<file path="config.mk">
export PLATFORM = sky130hd
export DESIGN_NAME = mult16_iter
export DESIGN_NICKNAME = d
export VERILOG_FILES = /design/src/rtl/mult_pkg.sv /design/src/rtl/fulladder16.sv /design/src/rtl/mult16_iter.sv
export SDC_FILE = /design/constraint.sdc
export NUM_CORES = 1
export LEC_CHECK = 0
export BUFFER_PORTS_ARGS = -buffer_cell sky130_fd_sc_hd__buf_4
export CAP_MARGIN = 20
export CORE_ASPECT_RATIO = 2
export CORE_MARGIN = 5
export CORE_UTILIZATION = 57
export CTS_BUF_LIST = sky130_fd_sc_hd__clkbuf_4
export DETAILED_ROUTE_END_ITERATION = 8
export GPL_ROUTABILITY_DRIVEN = 0
export PLACE_DENSITY = 0.84
export SKIP_LAST_GASP = 1
export SYNTH_ARGS = -nofsm -noshare
export SYNTH_HDL_FRONTEND = slang
export SYNTH_SLANG_ARGS = --single-unit
</file>
<file path="constraint.sdc">
create_clock -name clk -period 16.2 [get_ports clk]
set_input_delay 1.62 -clock clk [delete_from_list [all_inputs] [get_ports clk]]
set_output_delay 1.62 -clock clk [all_outputs]
set_load 0.01 [all_outputs]
</file>
<file path="src/rtl/mult_pkg.sv">
// Shared definitions for the iterative multiplier: FSM state encoding,
// operand width and iteration count.
package mult_pkg;

  typedef enum logic [1:0] {
    ST_IDLE = 2'd0,
    ST_RUN  = 2'd1,
    ST_DONE = 2'd2
  } state_t;

  localparam int MULT_WIDTH = 16;
  localparam int MULT_ITERS = 16;

endpackage

</file>
<file path="src/rtl/fulladder16.sv">
// 16-bit ripple-carry adder, no carry-in.
// Ports:
//   a, b  : 16-bit addends
//   s     : 16-bit sum
//   cout  : carry out of bit 15
module fulladder16 (
  input  logic [15:0] a,
  input  logic [15:0] b,
  output logic [15:0] s,
  output logic        cout
);

  logic carry;

  // Carry is walked bit by bit in a variable so no '+' operator is used.
  always_comb begin
    carry = 1'b0;
    s     = '0;
    for (int i = 0; i < 16; i++) begin
      s[i]  = a[i] ^ b[i] ^ carry;
      carry = (a[i] & b[i]) | (carry & (a[i] ^ b[i]));
    end
    cout = carry;
  end

endmodule

</file>
<file path="src/rtl/mult16_iter.sv">
// Iterative 16x16 unsigned shift-and-add multiplier. One add-and-shift per
// cycle through a single fulladder16; 32-bit product after 16 iterations.
// Ports:
//   clk      : system clock, rising edge
//   rst_n    : asynchronous active-low reset
//   start    : request, accepted in IDLE or DONE
//   flush    : aborts any operation, returns to IDLE
//   a, b     : multiplicand / multiplier, sampled on the accepting edge
//   busy     : high while iterating
//   done     : one-cycle pulse, product valid
//   product  : {H,L}; holds until the next accept or flush
//
// state   | meaning
// --------+-------------------------------------------
// ST_IDLE | waiting for start
// ST_RUN  | iterating, one add-and-shift per cycle
// ST_DONE | product valid, done high for this cycle
module mult16_iter
  import mult_pkg::*;
#(
  parameter int WIDTH = MULT_WIDTH,
  parameter int CNT_W = 5
) (
  input  logic               clk,
  input  logic               rst_n,
  input  logic               start,
  input  logic               flush,
  input  logic [WIDTH-1:0]   a,
  input  logic [WIDTH-1:0]   b,
  output logic               busy,
  output logic               done,
  output logic [2*WIDTH-1:0] product
);

  localparam logic [CNT_W-1:0] CNT_LAST = CNT_W'(MULT_ITERS - 1);

  state_t             state;
  logic [WIDTH-1:0]   m;
  logic [WIDTH-1:0]   h;
  logic [WIDTH-1:0]   l;
  logic [CNT_W-1:0]   cnt;
  logic [WIDTH-1:0]   addend;
  logic [WIDTH-1:0]   sum;
  logic               cout;

  assign addend = l[0] ? m : '0;

  fulladder16 u_add (
    .a    (h),
    .b    (addend),
    .s    (sum),
    .cout (cout)
  );

  always_ff @(posedge clk or negedge rst_n) begin
    if (!rst_n) begin
      state <= ST_IDLE;
      m     <= '0;
      h     <= '0;
      l     <= '0;
      cnt   <= '0;
    end else if (flush) begin
      // Flush beats a simultaneous start; the aborted result is discarded.
      state <= ST_IDLE;
      h     <= '0;
      l     <= '0;
      cnt   <= '0;
    end else begin
      case (state)
        ST_IDLE, ST_DONE: begin
          if (start) begin
            state <= ST_RUN;
            m     <= a;
            h     <= '0;
            l     <= b;
            cnt   <= '0;
          end else begin
            state <= ST_IDLE;
          end
        end
        ST_RUN: begin
          // 33-bit right shift of {cout,sum,l}; consumed multiplier bits
          // fall off the bottom while product bits enter l from the top.
          h   <= {cout, sum[WIDTH-1:1]};
          l   <= {sum[0], l[WIDTH-1:1]};
          cnt <= cnt + CNT_W'(1);
          if (cnt == CNT_LAST) state <= ST_DONE;
        end
        default: state <= ST_IDLE;
      endcase
    end
  end

  assign busy    = (state == ST_RUN);
  assign done    = (state == ST_DONE);
  assign product = {h, l};

endmodule

</file>
After elaboration in Yosys (flattened, before gate mapping). Index checks and enable logic that the tools add are counted.

Register bits: 55. Input bits: 36. Output and inout bits: 34. Word-level logic and storage cells: 108.

Add/subtract/negate cells: 1. Equal/unequal tests: 5. Mux-type cells: 14. Bitwise operators: 78. Reductions and logical operators: 5.

Operators with widths (number): $mux W16 (5); $pmux W16 S2 (2); $and A1 B1 Y1 (31); $xor A1 B1 Y1 (31); $or A1 B1 Y1 (15); $mux W5 (2); $pmux W5 S2 (1); $add A5 B1 Y5 const B (1); $eq A5 B4 Y1 const B (1); $mux W2 (2); $pmux W2 S2 (1); $ne A3 B2 Y1 const B (1); $ne A3 B3 Y1 const B (1); $reduce_and A3 Y1 (1); $reduce_bool A3 Y1 (1); $eq A2 B1 Y1 const B (1); $eq A2 B2 Y1 const B (1); $logic_not A2 Y1 (1); $reduce_and A2 Y1 (1); $reduce_or A2 Y1 (1); $mux W1 (1); $not A1 Y1 (1).

Longest topological paths before layout. Gate-level depths: netlist of run 1.

Depth after elaboration: 34. Mapped depth: 25. Depth with buffers taken out: 25.

Hierarchy. Synthesis of run 1 repeated with hierarchy kept, for this count alone.

Cell total of the unflattened synthesis: 218. Area total of the unflattened synthesis: 2791.4 um^2.

By module, submodules not included: mult16_iter (instances 1, cells each 192, area an instance 2441.1 um^2, sequential area each 1376.3 um^2); fulladder16 (instances 1, cells each 26, area an instance 350.3 um^2, sequential area each 0.0 um^2).

Worst setup path after synthesis of run 1. Ideal clock, no wire load.

Path type: register -> register. Start point: register l[0]. End point: register h[14]. Setup time: 0.119 ns. Arrival: 5.824 ns. Data required time: 16.081 ns. Slack: 10.257 ns. Cell stages (with the launch flop): 25. Path buffers: 1. Period minus slack after synthesis: 5.943 ns. Path through: dfrtp_1 > clkbuf_1 > nand2_1 > fa_1 > fa_1 > fa_1 > fa_1 > fa_1 > inv_1 > fa_1 > fa_1 > fa_1 > inv_1 > fa_1 > inv_1 > fa_1 > inv_1 > fa_1 > fa_1 > fa_1 > inv_1 > fa_1 > inv_1 > fa_1 > o2bb2ai_2.

Cells in the longest elaborated chain, start to end: 33. Elaborated cells on any way between the ends: 62. Those cells by class: mux: 3; bitwise: 59.

RTL lines: from (decl) (line mult16_iter.sv:40) `logic [WIDTH-1:0] l;`; from (signal assigned) (line mult16_iter.sv:85) `l <= {sum[0], l[WIDTH-1:1]};`; $mux W16 * (line mult16_iter.sv:46) `assign addend = l[0] ? m : '0;`; $and A1 B1 Y1 or $xor A1 B1 Y1 (tied branches) (line fulladder16.sv:21) `carry = (a[i] & b[i]) | (carry & (a[i] ^ b[i]));`; $and A1 B1 Y1 (line fulladder16.sv:21); $or A1 B1 Y1 (line fulladder16.sv:21); $and A1 B1 Y1 (line fulladder16.sv:21); $or A1 B1 Y1 (line fulladder16.sv:21); $and A1 B1 Y1 (line fulladder16.sv:21); $or A1 B1 Y1 (line fulladder16.sv:21); (+17 left out); $or A1 B1 Y1 (line fulladder16.sv:21); $and A1 B1 Y1 (line fulladder16.sv:21); $or A1 B1 Y1 (line fulladder16.sv:21); $and A1 B1 Y1 (line fulladder16.sv:21); $or A1 B1 Y1 (line fulladder16.sv:21); $xor A1 B1 Y1 * (line fulladder16.sv:20) `s[i] = a[i] ^ b[i] ^ carry;`; $pmux W16 S2 * (line mult16_iter.sv:69) `case (state)`; $mux W16 * (line mult16_iter.sv:62) `end else if (flush) begin`; to (signal assigned) (line mult16_iter.sv:84) `h <= {cout, sum[WIDTH-1:1]};`; to (decl) (line mult16_iter.sv:39) `logic [WIDTH-1:0] h;`.

Mark *: on every way between the ends. The rest lies on a longest branch, timed or not. A chain may end at the register's enable or synchronous reset.

Worst setup path in the final report of run 1. Same ends and word-level chain as after synthesis.

==> results.md, run 1 <==
* Antenna Nets Post-Route at 0
* Fin. Hold Viols at 0
* Via count at ~2000
* Global route overflow at 0
* Inst Count DP at 340
* Row count at 36
* CP Launch Type: flop
* Post-CTS resize count at 0
* Final cell count without fillers at 348
* Yosys reg bits at 55
* Register clock-pin slew on the reported worst setup and hold paths at approximately 150 ps
* Die Footprint at 0.006631 mm2
* Synth Cell Area at 0.002865 mm2
* Yosys top cell area share at about half
* Die Y at 110.3 um
* Hold buffer count at CTS at 0
* Post-synth EDFFs at 0
* Post-Place Setup Slack at between 9000 and 10000 ps
* Mapped Cells at 228
* Root Driver: clkbuf_4
* Most frequent cell after synthesis: dfrtp_1
* Post-route minimum period at 6427 ps
* I/O Pins at 70
* Post-DR wirelength/cell at around 18 um
* Post-synth top cells: 55 x dfrtp_1, 20 x nand2_1, 19 x inv_1
* Vias in the first global route at roughly 2100
* Synth Net Count at 282
* CTS tree: built
* Crit path DAT at 6680 ps
* Top FF cell, synth: dfrtp_1
* # fillers at 358
* Worst hold path cell count at 1
* Hold crit path type: reg -> reg
* Register area at 0.001376 mm2
* Pwr Total at 0.0002954 W
* Clock buffer depth at 2
* Least-Margin Pin Slew at roughly 1000 ps
* Die width at 60.14 um
* Placed Area at 0.003354 mm2
* CTS sink count at 55
* PnR worst setup slack at 9773 ps
* DP Wirelength at 4.524 mm
* PwrDens at 86.10 mW/mm2
* Fin Setup TNS at 0 ps
* DRT Pass-1 Iters at 4
* Vias/cell at a little under 6
* Core Area at 0.004865 mm2
* Fraction of layout cells with a size suffix above 1 at 37.80%
* Crit end category: flop
* RSZ-0062 raised after global routing: false
* Final wirelength at 6.091 mm
* R2R depth at 25
* Setup CP Type: reg -> reg
* Clock Latency Late Sink at 380 ps
* Clk_skew at 14.67 ps
* Slew headroom at 32.30%
* Fin area at 0.003431 mm2
* First-pass GRT wire length at 10.16 mm
* IO Port Bufs at 69
* Critical Path Fanout Max at 18
* Largest net degree at the start of global routing at 56
* Antenna diodes at 0
* Req. time, crit path at 16450 ps
* Max Slew Vio Count at 0
* Register area share after synthesis at 48.03%
* Status: finished, final reports clean
* Initial antenna violation count at 0
* Multi-input gate area at 0.001310 mm2
* Max-cap violations at 0
* Post-synthesis async set-or-reset flop share at 100.0%
* Initial drt markers at about 130
* Global-route usage over all layers at 20.53%
* Fmax at 155.6 MHz
* Syn Area/Cell at 12.57 um2
* Starting density of the core at 58.90%
* Standby leakage power at 1.589 nW
* Post-CTS Setup Bufs at 0
* VDD IR-drop max at around 0.1 mV
* H-tree depth at 2
* Fin nets at 344
* Final cycle utilization of the critical path at 39.67%
* Area Overhead vs Synth at 19.74%
* Top post-synthesis cells by area: dfrtp_1 48%, fa_1 10%, mux2_4 5.2%
* CTS Buf Count at 5
* DR DRC count at 0
* Yosys cell types at 33
* Final Setup Violations at 0
* Yosys warning count at 0
* Most area-hungry cell type in the Yosys netlist: dfrtp_1
sequential cells by signal, indices dropped and copies added, names as in the netlist:
| register | count |
|---|---|
| cnt | 5 |
| state | 2 |
| h | 16 |
| m | 16 |
| l | 16 |
through the flow:
step | utilization (%) | hold slack, ps
detailed placement | 68.96 | 488.2
global route | 70.52 | 551.9
CTS | 70.52 | 520.6
global placement | 68.96 | 482.9
floorplan | - | 468.9
finish | 70.52 | 517.8
cell usage in the layout (no fill, tap or decap), types with 3 or more instances in the layout:
master and count:
nor2_1 5, and2_1 7, nand3_1 12, nand2_1 20, o2bb2ai_1 3, a22o_1 7, inv_1 19, clkbuf_4 5
a311oi_1 5, dfrtp_1 55, a21oi_1 11, ha_1 3, a22oi_1 11, fa_1 15, buf_4 70, mux2_2 7
mux2_4 10, o2bb2ai_2 9
cell type report:
type                       instances  area share [%]
tap                               57           2.079
clock inverter                     3           1.131
timing repair buffer              70           15.32
clock buffer                       5           1.094
sequential                        55           40.12
inverter                          19           2.079
multi-input combinational        139           38.18
per-layer routing:
metal,GRT usage [%],part of all wire (%),vias to the layer above
met2,36.53,56,64
met5,0,0,-
li1,-,-,908
met4,6.973,1.4,0
met1,24.31,37,1032
met3,3.497,5.9,6
cell families (layout without fill, tap and decap cells):
family / after synthesis / after routing / share of synthesized area [%]
AOI/OAI and AO/OA: 48 / 48 / 14.85
muxes: 17 / 17 / 7.991
xor gates and xnor gates: 1 / 1 / 0.3057
and+or+nand+nor: 55 / 55 / 10.79
buffers and inverters: 34 / 97 / 6.244
DFF: 55 / 55 / 48.03
adders and majority gates: 18 / 18 / 11.79
where the power goes:
| part | total, W | internal (W) | switching [W] |
|---|---|---|---|
| Combinational | 0.0000586 | 0.0000299 | 0.0000286 |
| Sequential | 0.000162 | 0.000151 | 0.0000113 |
| Clock | 0.0000743 | 0.0000318 | 0.0000425 |
| Total | 0.000295 | 0.000213 | 0.0000825 |
worst paths after layout:
check                           startpoint     to  slack (ps)
worst max-delay path                  l[0]  h[14]        9770
worst min-delay path                 m[10]  m[10]         520
worst max register to register        l[0]  h[14]        9770
worst min register to register       m[10]  m[10]         520
min in group asynchronous            rst_n   l[8]        1240
max in group asynchronous            rst_n   m[1]       14500
critical path: stages (launching register included):
cell       delay (ps)
dfrtp_1           710
and2_1            210
ha_1              130
inv_1              40
fa_1              370
fa_1              390
fa_1              390
fa_1              390
fa_1              370
inv_1              80
fa_1              180
fa_1              190
fa_1              170
inv_1              50
fa_1              370
inv_1              90
fa_1              170
inv_1              50
fa_1              390
fa_1              390
fa_1              360
inv_1              70
fa_1              150
inv_1              50
fa_1              490
o2bb2ai_2          50
No activity file was read; power rests on OpenSTA's default activity.
==> inputs of run 2 (changes only) <==
--- a/config.mk
+++ b/config.mk
@@ -5,15 +5,16 @@
 export SDC_FILE = /design/constraint.sdc
 export NUM_CORES = 1
 export LEC_CHECK = 0
+export ABC_AREA = 1
 export BUFFER_PORTS_ARGS = -buffer_cell sky130_fd_sc_hd__buf_4
 export CAP_MARGIN = 20
 export CORE_ASPECT_RATIO = 2
 export CORE_MARGIN = 5
-export CORE_UTILIZATION = 57
+export CORE_UTILIZATION = 56
 export CTS_BUF_LIST = sky130_fd_sc_hd__clkbuf_4
 export DETAILED_ROUTE_END_ITERATION = 8
 export GPL_ROUTABILITY_DRIVEN = 0
-export PLACE_DENSITY = 0.84
+export PLACE_DENSITY = 0.82
 export SKIP_LAST_GASP = 1
 export SYNTH_ARGS = -nofsm -noshare
 export SYNTH_HDL_FRONTEND = slang
==> constraint.sdc (replaced) <==
create_clock -name clk -period 6.49 [get_ports clk]
set_input_delay 0.649 -clock clk [delete_from_list [all_inputs] [get_ports clk]]
set_output_delay 0.649 -clock clk [all_outputs]
set_load 0.01 [all_outputs]
==> run 2 against run 1 <==
  * Synthesized cell count grew 59%
  * First-iteration DRC count grew 110%
  * Sequential share of layout area shrank 1.7 points
  * Largest power group unchanged
  * Critical path depth grew 2
  * Count of clock-buffer cells in the layout grew 1
  * Final cell count grew 38%
  * Clock power grew 100%
  * Worst hold slack lost 240 ps
  * Non-clock buffer count grew 1
==> results.md, run 2 <==
* Vias in the first global route at 2544 (was 2097)
* Final Setup Violations at 0 (unchanged)
* Mapped Cells at 363 (was 228)
* Initial drt markers at 269 (was 128)
* H-tree depth at 2 (unchanged)
* Top FF cell, synth: dfrtp_1 (unchanged)
* Synth Net Count at 417 (was 282)
* Req. time, crit path at 6830 ps (was 16450 ps)
* Antenna diodes at 0 (unchanged)
* Final wirelength at 6.907 mm (was 6.091 mm)
* Yosys reg bits at 55 (unchanged)
* Clock share of power at 21.4% (was 25.2%)
* Sequential share of power at 57.5% (was 55.0%)
* Fin Setup TNS at 0 ps (unchanged)
* R2R depth at 27 (was 25)
* Post-synthesis async set-or-reset flop share at 100.0% (unchanged)
* Fin nets at 474 (was 344)
* Post-DR wirelength/cell at 14.36 um (was 17.50 um)
* Starting density of the core at 56.78% (was 58.90%)
* Core Area at 0.005373 mm2 (was 0.004865 mm2)
* DRT Pass-1 Iters at 4 (unchanged)
* CTS tree: built (unchanged)
* VDD IR-drop max at 0.2231 mV (was 0.09985 mV)
* CP peak stage delay at 430 ps (was 710 ps)
* Max Slew Vio Count at 0 (unchanged)
* Fmax at 162.3 MHz (was 155.6 MHz)
* First-pass GRT wire length at 11.76 mm (was 10.16 mm)
* Die width at 62.19 um (was 60.14 um)
* Least-Margin Pin Slew at 776.3 ps (was 1012 ps)
* Row count at 38 (was 36)
* Register area share after synthesis at 45.12% (was 48.03%)
* Post-route minimum period at 6163 ps (was 6427 ps)
* Sw Pwr at 0.0002212 W (was 0.00008248 W)
* Post-synth EDFFs at 0 (unchanged)
* Yosys top cell area share at 45.12% (was 48.03%)
* CTS Buf Count at 5 (unchanged)
* WHS at 280.5 ps (was 517.8 ps)
* Yosys warning count at 0 (unchanged)
* Die Footprint at 0.007113 mm2 (was 0.006631 mm2)
* Final cycle utilization of the critical path at 94.96% (was 39.67%)
* RSZ-0062 raised after global routing: false (unchanged)
* Crit end category: flop (unchanged)
* Placed Area at 0.003527 mm2 (was 0.003354 mm2)
* Most common cell after layout, fill and taps aside: nand2_1 (was buf_4)
* Syn Area/Cell at 8.403 um2 (was 12.57 um2)
* Setup CP Type: reg -> reg (unchanged)
* Top post-synthesis cells by area: dfrtp_1 45%, nand2_1 19%, fa_1 9.8% (was dfrtp_1 48%, fa_1 10%, mux2_4 5.2%)
* PwrDens at 195.5 mW/mm2 (was 86.10 mW/mm2)
* Standby leakage power at 1.973 nW (was 1.589 nW)
* Net switching fraction of the power at 31.53% (was 27.92%)
* Largest regs: h (16), l (16), m (16) (unchanged)
* Fraction of layout cells with a size suffix above 1 at 20.90% (was 37.80%)
* CP Launch Type: flop (unchanged)
* Vias/cell at 5.474 (was 5.776)
* Via count at 2633 (was 2010)
* Fin util at 66.79% (was 70.52%)
* Crit path DAT at 6500 ps (was 6680 ps)
* # fillers at 457 (was 358)
* Yosys cell types at 21 (was 33)
* Status: finished, final reports clean (unchanged)
* Initial antenna violation count at 0 (unchanged)
* Clock Latency Late Sink at 380 ps (about the same)
* DR DRC count at 0 (unchanged)
* Clk_skew at 16.56 ps (was 14.67 ps)
* Area Overhead vs Synth at 17.64% (was 19.74%)
* PnR worst setup slack at 326.8 ps (was 9773 ps)
* CTS sink count at 55 (unchanged)
* Register clock-pin slew on the reported worst setup and hold paths at 160 ps (was 150 ps)
* IO Port Bufs at 69 (unchanged)
* DP Wirelength at 4.841 mm (was 4.524 mm)
* I/O Pins at 70 (unchanged)
* Critical Path Fanout Max at 3 (was 18)
* Fin area at 0.003588 mm2 (was 0.003431 mm2)
* Synth Cell Area at 0.003050 mm2 (was 0.002865 mm2)
* Post-synth top cells: 157 x nand2_1, 55 x dfrtp_1, 38 x nand4_1 (was 55 x dfrtp_1, 20 x nand2_1, 19 x inv_1)
* Most area-hungry cell type in the Yosys netlist: dfrtp_1 (unchanged)
* Largest net degree at the start of global routing at 56 (unchanged)
* Root Driver: clkbuf_4 (unchanged)
* Slowest CP cell: fa_1 (was dfrtp_1)
* Logic pwr share at 21.2% (was 19.8%)
* Die Y at 114.4 um (was 110.3 um)
* P_int at 0.0004805 W (was 0.0002129 W)
* Slew headroom at 48.25% (was 32.30%)
* Clock buffer depth at 2 (unchanged)
* Fin. Hold Viols at 0 (unchanged)
* Commonest cells after routing, fill and taps aside: 157 x nand2_1, 71 x buf_4, 54 x dfrtp_1 (was 70 x buf_4, 55 x dfrtp_1, 20 x nand2_1)
* Hold crit path type: in -> async (was reg -> reg)
* Global-route usage over all layers at 20.02% (was 20.53%)
* Max-cap violations at 0 (unchanged)
* Post-Place Setup Slack at 206.9 ps (was 9830 ps)
* Most frequent cell after synthesis: nand2_1 (was dfrtp_1)
* Global route overflow at 0 (unchanged)
* Worst path most repeated cell: fa_1 (unchanged)
* Antenna Nets Post-Route at 0 (unchanged)
-- run 2: changes by cell type after synthesis, moves of 5 or more --
cell       before  now
mux2_2          7    0
a22oi_1        11    0
nand4_1         0   38
and2_1          7    0
a311oi_1        5    0
o2bb2ai_2       9    0
mux2_4         10    0
buf_2           5   12
inv_1          19   28
a22o_1          7    0
or2_0           0    9
nand2_1        20  157
nand3_1        12   19
a21oi_1        11    0
-- run 2: cells by family (layout without fill, tap and decap cells) --
logic type	count (synthesis)	in the layout	share of synthesized area (%)
flip-flops	55	55	45.12
AO/OA/AOI/OAI	1	1	0.1639
buffers and inverters	52	110	7.875
adder cells (fa/ha/maj)	18	18	11.07
AND/OR/NAND/NOR	237	237	35.77
-- run 2: timing repair --
| item | CTS | global route |
|---|---|---|
| hold buffers | 0 | 0 |
| setup endpoints to repair | 0 | 2 |
| buffers inserted | 0 | 1 |
| resized for setup | 0 | 1 |
-- run 2: routing by layer --
metal	vias up	routed length (um)	track usage, %
met5	-	0	0
met4	0	135	6.657
met3	11	431	4.912
met2	84	3653	34.56
met1	1275	2686	24.17
li1	1263	-	-
-- run 2: cell type report --
class	instances	area, um2	share of cell area [%]
clock inverters	2	7.507	0.2092
repair buffers	71	533.0	14.85
flip-flops and latches	55	1378	38.39
well taps	60	75.07	2.092
multi-input cells	256	1434	39.96
inverters	31	116.4	3.243
clock buffers	6	45.04	1.255
-- run 2: worst max-delay path, delay by kind of cell, from the launching register on --
kind / cells / cell delay [ps]
fa+ha+maj: 16 / 4880
simple gates: 3 / 350
flops: 1 / 390
buf+inv: 8 / 490
-- run 2: metrics by stage --
stage / std cells / power (W)
after floorplan: 363 / 0.0004959
after global placement: 472 / 0.0005548
after detailed placement: 472 / 0.0005591
after CTS: 480 / 0.0007070
after global routing: 481 / 0.0007405
final: 481 / 0.0007017
-- run 2: path summary, 6_finish.rpt --
path	from	endpoint	slack, ps
max	l[0]	h[14]	330
max in group asynchronous	rst_n	l[0]	5700
min reg2reg	m[6]	m[6]	500
min in group clk	a[5]	m[5]	450
max reg2reg	l[0]	h[14]	330
min	rst_n	cnt[0]	280
-- run 2: power groups by stage --
stage | clock [W] | sequential [W] | combinational (W)
2_1_floorplan | 0 | 0.000406 | 0.0000896
3_3_place_gp | 0 | 0.000410 | 0.000145
3_5_place_dp | 0 | 0.000410 | 0.000149
4_1_cts | 0.000154 | 0.000404 | 0.000150
5_1_grt | 0.000163 | 0.000409 | 0.000168
6_report | 0.000150 | 0.000403 | 0.000149
